--- config.mk ---
export PLATFORM = sky130hd
export DESIGN_NAME = keypad_code_entry_flat
export DESIGN_NICKNAME = d
export VERILOG_FILES = /design/src/rtl/keypad_code_entry_if.sv /design/src/rtl/keypad_code_entry.sv /design/src/flat_wrapper.sv
export SDC_FILE = /design/constraint.sdc
export NUM_CORES = 1
export LEC_CHECK = 0
export ABC_AREA = 1
export CORE_AREA = 2 2 90 92
export DETAILED_ROUTE_END_ITERATION = 12
export DIE_AREA = 0 0 92 94
export PLACE_DENSITY_LB_ADDON = 0.05
export SLEW_MARGIN = 25
export SYNTH_ARGS = -nofsm -noshare
export SYNTH_HDL_FRONTEND = slang
export SYNTH_SLANG_ARGS = --single-unit
--- constraint.sdc ---
create_clock -name clk -period 3.9 [get_ports clk]
set_input_delay 0.78 -clock clk [delete_from_list [all_inputs] [get_ports clk]]
set_output_delay 0.78 -clock clk [all_outputs]
set_load 0.02 [all_outputs]
--- src/rtl/keypad_code_entry_if.sv ---
// rtl/keypad_code_entry_if.sv - keypad key stream and PIN submission bundle
// master drives keys; slave (the collector) returns the submitted code and status.
interface keypad_code_entry_if #(
    parameter int NUM_DIGITS = 4
);
    logic                              key_valid;
    logic [3:0]                        key_value;
    logic [4*NUM_DIGITS-1:0]           code;
    logic                              code_ack;
    logic                              entry_active;
    logic [$clog2(NUM_DIGITS+1)-1:0]   digit_count;
    logic                              key_reject;

    modport master (
        output key_valid, key_value,
        input  code, code_ack, entry_active, digit_count, key_reject
    );

    modport slave (
        input  key_valid, key_value,
        output code, code_ack, entry_active, digit_count, key_reject
    );
endinterface

--- src/rtl/keypad_code_entry.sv ---
// rtl/keypad_code_entry.sv - collects BCD keypad digits into a PIN and strobes it downstream
// Optional macro KEY_EDGE_DETECT_EN: accept a key only on a rising edge of key_valid.
module keypad_code_entry #(
    parameter int NUM_DIGITS     = 4,
    parameter int ACK_CYCLES     = 4,
    parameter int TIMEOUT_CYCLES = 1000
) (
    input  logic               clk,
    input  logic               rst,
    input  logic               vehicle_arrival,
    input  logic               vehicle_left,
    keypad_code_entry_if.slave bus
);
    localparam int CODE_W = 4 * NUM_DIGITS;
    localparam int CNT_W  = $clog2(NUM_DIGITS + 1);
    localparam int ACK_W  = (ACK_CYCLES > 1) ? $clog2(ACK_CYCLES) : 1;
    localparam int TMR_W  = $clog2(TIMEOUT_CYCLES);

    localparam logic [CNT_W-1:0] FULL     = CNT_W'(NUM_DIGITS);
    localparam logic [ACK_W-1:0] ACK_LAST = ACK_W'(ACK_CYCLES - 1);
    localparam logic [TMR_W-1:0] TMR_LAST = TMR_W'(TIMEOUT_CYCLES - 1);

    typedef enum logic [1:0] {IDLE, COLLECT, ACK} state_t;

    state_t              state_q, state_d;
    logic [CODE_W-1:0]   buffer_q, buffer_d;
    logic [CODE_W-1:0]   code_q, code_d;
    logic [CNT_W-1:0]    count_q, count_d;
    logic [ACK_W-1:0]    ack_q, ack_d;
    logic [TMR_W-1:0]    timer_q, timer_d;
    logic                reject_q, reject_d;
    logic                key_press;
    logic                abort;

`ifdef KEY_EDGE_DETECT_EN
    logic key_valid_q;

    always_ff @(posedge clk or negedge rst) begin
        if (!rst) key_valid_q <= 1'b0;
        else      key_valid_q <= bus.key_valid;
    end

    assign key_press = bus.key_valid & ~key_valid_q;
`else
    assign key_press = bus.key_valid;
`endif

    assign abort = vehicle_left | ~vehicle_arrival;

    always_ff @(posedge clk or negedge rst) begin
        if (!rst) begin
            state_q  <= IDLE;
            buffer_q <= '0;
            code_q   <= '0;
            count_q  <= '0;
            ack_q    <= '0;
            timer_q  <= '0;
            reject_q <= 1'b0;
        end else begin
            state_q  <= state_d;
            buffer_q <= buffer_d;
            code_q   <= code_d;
            count_q  <= count_d;
            ack_q    <= ack_d;
            timer_q  <= timer_d;
            reject_q <= reject_d;
        end
    end

    always_comb begin
        state_d  = state_q;
        buffer_d = buffer_q;
        code_d   = code_q;
        count_d  = count_q;
        ack_d    = '0;
        timer_d  = '0;
        reject_d = 1'b0;
        if (abort) begin
            state_d  = IDLE;
            buffer_d = '0;
            code_d   = '0;
            count_d  = '0;
        end else begin
            case (state_q)
                IDLE: begin
                    state_d  = COLLECT;
                    buffer_d = '0;
                    count_d  = '0;
                end
                COLLECT: begin
                    if (key_press) begin
                        if (bus.key_value <= 4'd9) begin
                            if (count_q < FULL) begin
                                buffer_d = (buffer_q << 4) | CODE_W'(bus.key_value);
                                count_d  = count_q + 1'b1;
                            end else begin
                                reject_d = 1'b1;
                            end
                        end else if (bus.key_value == 4'hA) begin
                            buffer_d = '0;
                            count_d  = '0;
                        end else if (bus.key_value == 4'hB) begin
                            buffer_d = '0;
                            count_d  = '0;
                            if (count_q == FULL) begin
                                code_d  = buffer_q;
                                state_d = ACK;
                            end else begin
                                reject_d = 1'b1;
                            end
                        end else begin
                            reject_d = 1'b1;
                        end
                    end else if (!bus.key_valid && count_q != '0) begin
                        // A held key (edge-detect build) keeps the timer reloaded.
                        if (timer_q == TMR_LAST) begin
                            buffer_d = '0;
                            count_d  = '0;
                            reject_d = 1'b1;
                        end else begin
                            timer_d = timer_q + 1'b1;
                        end
                    end
                end
                ACK: begin
                    reject_d = key_press;
                    if (ack_q == ACK_LAST) state_d = COLLECT;
                    else                   ack_d   = ack_q + 1'b1;
                end
                default: state_d = IDLE;
            endcase
        end
    end

    assign bus.code         = code_q;
    assign bus.code_ack     = (state_q == ACK);
    assign bus.entry_active = (state_q != IDLE);
    assign bus.digit_count  = count_q;
    assign bus.key_reject   = reject_q;
endmodule

--- src/flat_wrapper.sv ---
// flat-port wrapper written by rule: the top's interface ports become plain ports
module keypad_code_entry_flat 
#(
    parameter int NUM_DIGITS     = 4,
    parameter int ACK_CYCLES     = 4,
    parameter int TIMEOUT_CYCLES = 1000
)
  (clk, rst, vehicle_arrival, vehicle_left, bus_key_valid, bus_key_value, bus_code, bus_code_ack, bus_entry_active, bus_digit_count, bus_key_reject);
  keypad_code_entry_if #(.NUM_DIGITS(NUM_DIGITS)) bus_i ();
  input  logic clk;
  input  logic rst;
  input  logic vehicle_arrival;
  input  logic vehicle_left;
  input wire logic [$bits(bus_i.key_valid)-1:0] bus_key_valid;
  input wire logic [$bits(bus_i.key_value)-1:0] bus_key_value;
  output wire logic [$bits(bus_i.code)-1:0] bus_code;
  output wire logic [$bits(bus_i.code_ack)-1:0] bus_code_ack;
  output wire logic [$bits(bus_i.entry_active)-1:0] bus_entry_active;
  output wire logic [$bits(bus_i.digit_count)-1:0] bus_digit_count;
  output wire logic [$bits(bus_i.key_reject)-1:0] bus_key_reject;
  assign bus_i.key_valid = bus_key_valid;
  assign bus_i.key_value = bus_key_value;
  assign bus_code = bus_i.code;
  assign bus_code_ack = bus_i.code_ack;
  assign bus_entry_active = bus_i.entry_active;
  assign bus_digit_count = bus_i.digit_count;
  assign bus_key_reject = bus_i.key_reject;
  keypad_code_entry #(.NUM_DIGITS(NUM_DIGITS), .ACK_CYCLES(ACK_CYCLES), .TIMEOUT_CYCLES(TIMEOUT_CYCLES)) u_core (.clk(clk), .rst(rst), .vehicle_arrival(vehicle_arrival), .vehicle_left(vehicle_left), .bus(bus_i));
endmodule
### Yosys cells after proc, flatten, opt, wreduce, memory -nomap -nowiden

Cells that the tools add are included.

* register bits after elaboration: 50
* logic and storage cells: 98
* input bits: 9

* order comparisons: 2
* add/sub/neg operators: 3
* muxes and demuxes: 51
* reduce and logical (&&, ||, !) cells: 13
* bitwise operators: 3
* eq/ne operators: 19

Operators by type and width (number)
* 16-bit 2-to-1 mux: 15
* 10-bit 2-to-1 mux: 5
* 16-bit one-hot mux with 2 select lines: 1
* 3-bit 2-to-1 mux: 8
* 2-bit 2-to-1 mux: 10
* 16-bit by 4-bit bitwise OR with 16-bit output: 1
* 6-bit AND reduction: 2
* 10-bit by 1-bit adder with 10-bit output, second input constant: 1
* 10-bit == test, second input constant: 1
* 2-bit nonzero test: 5
* 1-bit 2-to-1 mux: 9
* 3-bit by 1-bit != test with 1-bit output, second input constant: 3
* 3-bit by 2-bit != test with 1-bit output, second input constant: 3
* 4-bit == test, second input constant: 2
* 4-bit by 2-bit != test with 1-bit output, second input constant: 2
* 6-bit by 2-bit != test with 1-bit output, second input constant: 1
* 2-bit one-hot mux with 3 select lines: 1
* 3-bit one-hot mux with 2 select lines: 1
* 3-bit nonzero test: 2
* 5-bit by 4-bit != test with 1-bit output, second input constant: 1
* 5-bit AND reduction: 1
* 2-bit == test, second input constant: 2
* 4-bit less-or-equal comparator, second input constant: 1
* 2-bit by 1-bit != test with 1-bit output, second input constant: 2
* other kinds (11): 11

### Longest topological paths before layout

* depth in word-level cells: 8
* depth in mapped cells: 11
* mapped depth without buffers: 10

### Worst setup path before layout

OpenSTA, ideal clock, no wires.

* path type: input-to-reg
* start point: in vehicle_arrival
* end point: reg u_core.count_q[0], in the netlist u_core.bus.digit_count[0]
* stages on the path: 9
* slack: 2220 ps
* required time: 3782 ps
* arrival: 1562 ps
* setup time: 118 ps
* cells stage by stage: inv_1 nor2_4 nand2_1 clkinv_1 nand2_2 buf_6 buf_12 nand3_2 nand2_1

* cells in the longest elaborated chain, start to end: 4

RTL lines
* start: declaration: RTL line flat_wrapper.sv:12 `input logic vehicle_arrival;`
* 1-bit NOT (*): RTL line keypad_code_entry.sv:48 `assign abort = vehicle_left | ~vehicle_arrival;`
* 1-bit bitwise OR (*): RTL line keypad_code_entry.sv:48
* 6-bit by 2-bit != test with 1-bit output (no line), or another cell as far along
* 5-bit AND reduction (no line)
* end signal: assignment: RTL line keypad_code_entry.sv:63 `count_q <= count_d;`
* end: declaration: RTL line keypad_code_entry.sv:28 `logic [CNT_W-1:0] count_q, count_d;`

Mark *: on every way between the ends. The rest lies on a longest branch, timed or not.
A chain may end at the register's enable or synchronous reset.

### Worst setup path after layout

* start point: reg u_core.state_q[0]
* end point: out bus_code_ack

* cells in the longest elaborated chain, start to end: 1

RTL lines
* start: declaration: RTL line keypad_code_entry.sv:25 `state_t state_q, state_d;`
* start signal: assignment: RTL line keypad_code_entry.sv:60 `state_q <= state_d;`
* 2-bit == test: RTL line keypad_code_entry.sv:136 `assign bus.code_ack = (state_q == ACK);`
* end: declaration: RTL line flat_wrapper.sv:17 `output wire logic [$bits(bus_i.code_ack)-1:0] bus_code_ack;`

Every way passes these cells.

==> reports/results.txt <==
Outcome -> completed
Clk_lat worst skew -> 0.30 ns
Tot GR Track Use -> 14.3%
#FFs+latches synth -> 50
TritonCTS buffer count -> 5
Sequential element share of the synthesized area -> 47.5%
Starting density of the core -> 34.6%
Endpoint type of the worst setup path -> output pin
Fin Setup TNS -> 0 ns
IR drop worst, VDD -> 0.130 mV
Drc violations -> 0
Root Driver -> clkbuf_8
R2r setup slk -> 1.99 ns
Die area -> 8650 um^2
Leak Pwr -> 0.00145 uW
Setup bufs post-CTS -> 0
Finished Layout Cells -> 444
Chip Width -> 92 um
Min Tclk post-route -> 2.47 ns
Placed cells -> 436
R2r endpoint -> u_core.buffer_q[0]
Fin crit share -> 63.3%
Hold Path Depth -> 1
IO buf count -> 30
Fin. Hold Viols -> 0
Crit Path Category -> register to output pin
Gpl congestion -> 0.782
Largest net degree at the start of global routing -> 34
Clock tree from TritonCTS -> yes
Worst-Margin Slew -> 0.794 ns
Maximum clock frequency -> 405 MHz
Antenna fix cells -> 0
ANT nets after route -> 0
Peak fanout along the critical path -> 5
Hold WC Path Type -> register to register
Synth Warn # -> 0
Grt ovf -> 0
Mapped Cells -> 312
WL/cell -> 12.5 um
R2R Path Start -> u_core.state_q[1]
Num ports -> 31
Syn Nets -> 328
Pwr Density -> 293 nW/um^2
R2R depth -> 10
CTS Hold Bufs -> 0
Cts repair resizes -> 0
Clock sinks -> 50
Worst EP required -> 3.12 ns
Critical Path AT -> 1.69 ns
Hold path start -> u_core.ack_q[0]
Drt initial violations -> 86
Vias per inst -> 4.56
Layout cell share with drive strength beyond 1 -> 14.0%
DRT Pass-1 Iters -> 4
Htree depth -> 2
First-pass GRT wire length -> 9850 um
RSZ-0062 raised after global routing -> no
Sink of the worst hold path -> u_core.ack_q[0]
Core area -> 7610 um^2
Crit path from -> u_core.state_q[0]
Mean Syn Cell Area -> 8.44 um^2
Clk pin slew, worst setup/hold paths -> 0.09 ns
Synth Cell Area -> 2630 um^2
Clock skew -> 0.00944 ns
Max Cap Viol -> 0
WHS -> 0.443 ns
Synth unique cells -> 28
Vias -> 2026
FP Rows -> 32
Number of nets in the layout -> 357
Post-DP HPWL -> 3980 um
Initial antenna violation count -> 0
Area Growth Syn to Fin -> 15.8%
Clock buffer depth -> 2
Critical Path Start Type -> register
Max Slew Vio Count -> 0
Final Setup Violations -> 0
Die Y-Extent -> 94 um
Vias in the first global route -> 1974
Slew HR -> 47.0%
Drt total wl -> 5540 um
==> worst max-delay path, cell delays in order (launching register included) <==
cell,delay (ns)
dfrtp_1,0.41
inv_1,0.09
ha_1,0.26
clkdlybuf4s50_1,0.64
==> metrics by stage <==
stage | utilization (%) | worst slack (ns) | power, uW | area, um^2
floorplan | - | 2.22 | 576 | 2630
global placement | 39.0 | 1.35 | 604 | 2960
detailed placement | 39.0 | 1.30 | 604 | 2960
CTS | 40.1 | 1.41 | 915 | 3050
global route | 40.1 | 1.32 | 946 | 3050
finish | 40.1 | 1.43 | 894 | 3050
==> cell usage after synthesis <==
master,count,area share (%)
nand2_2,3,0.71
nand2_1,101,14
a21oi_1,1,0.19
inv_1,22,3.1
nand3_2,14,5.3
nor2_4,1,0.43
clkinv_1,1,0.14
a21oi_2,1,0.33
nor3b_1,1,0.29
o21ai_2,12,4.0
xnor2_1,1,0.33
nand4_1,5,1.2
buf_2,3,0.57
o21ai_0,2,0.38
xor2_1,4,1.3
buf_12,2,1.5
dfrtp_1,50,48
buf_4,1,0.29
nor2_2,2,0.47
nor3_1,3,0.57
o21ai_1,1,0.19
nor2_1,42,6.0
inv_2,2,0.29
buf_6,4,1.7
ha_1,7,3.3
clkinv_2,1,0.19
nand2_4,2,0.86
nand3_1,23,4.4
==> cells in the final DEF (no fill, tap or decap), drive strengths merged <==
master	n
nor2	45
nor3b	1
dfrtp	50
xnor2	1
a21oi	2
clkinv	4
nor3	3
clkdlybuf4s50	29
nand3	37
xor2	4
clkbuf	6
buf	3
ha	7
o21ai	15
nand2	106
nand4	5
inv	24
==> how the worst max path moves through the flow <==
stage | to | slack [ns] | cells past startpoint
final | bus_code_ack | 1.43 | 3
after CTS | bus_code_ack | 1.41 | 3
after detailed placement | u_core.buffer_q[13] | 1.30 | 9
after floorplan | u_core.bus.digit_count[0] | 2.22 | 9
after global routing | bus_code_ack | 1.32 | 3
after global placement | u_core.buffer_q[2] | 1.35 | 8
==> cells by family after synthesis <==
family	Yosys count	share of synthesized area [%]
and+or+nand+nor	197	34.6
DFF	50	47.5
buffers and inverters	36	7.84
AOI/OAI and AO/OA	17	5.08
adders and majority gates	7	3.33
xor gates and xnor gates	5	1.66
==> layout make-up <==
| cell class | instances | area, um^2 |
|---|---|---|
| Clock buffer | 6 | 72.6 |
| Fill cell | 811 | 4560 |
| Clock inverter | 2 | 13.8 |
| Multi-Input combinational cell | 226 | 1180 |
| Inverter | 26 | 98.8 |
| Tap cell | 102 | 128 |
| Sequential cell | 50 | 1250 |
| Timing Repair Buffer | 32 | 310 |
==> layer usage <==
metal  vias up  global-route usage, %  part of all wire (%)
met5         -                      0                     0
met2        26                   21.0                    43
met4         0                   3.23                  0.74
met3         2                   3.21                   2.9
met1       962                   21.4                    53
li1       1036                      -                     -
==> registers in the layout (all words and copies together) (netlist names) <==
| register | cells |
|---|---|
| u_core.buffer_q | 16 |
| u_core.bus.code | 16 |
| u_core.timer_q | 10 |
| u_core.bus.digit_count | 3 |
| u_core.ack_q | 2 |
| u_core.state_q | 2 |
| u_core.bus.key_reject | 1 |
==> report_power, final <==
group,internal (uW),leakage (uW),switching (uW)
Combinational,20.4,0.000710,50.2
Sequential,520,0.000698,1.46
Clock,127,0.0000452,175
Total,667,0.00145,226
(Power assumes the default switching activity.)
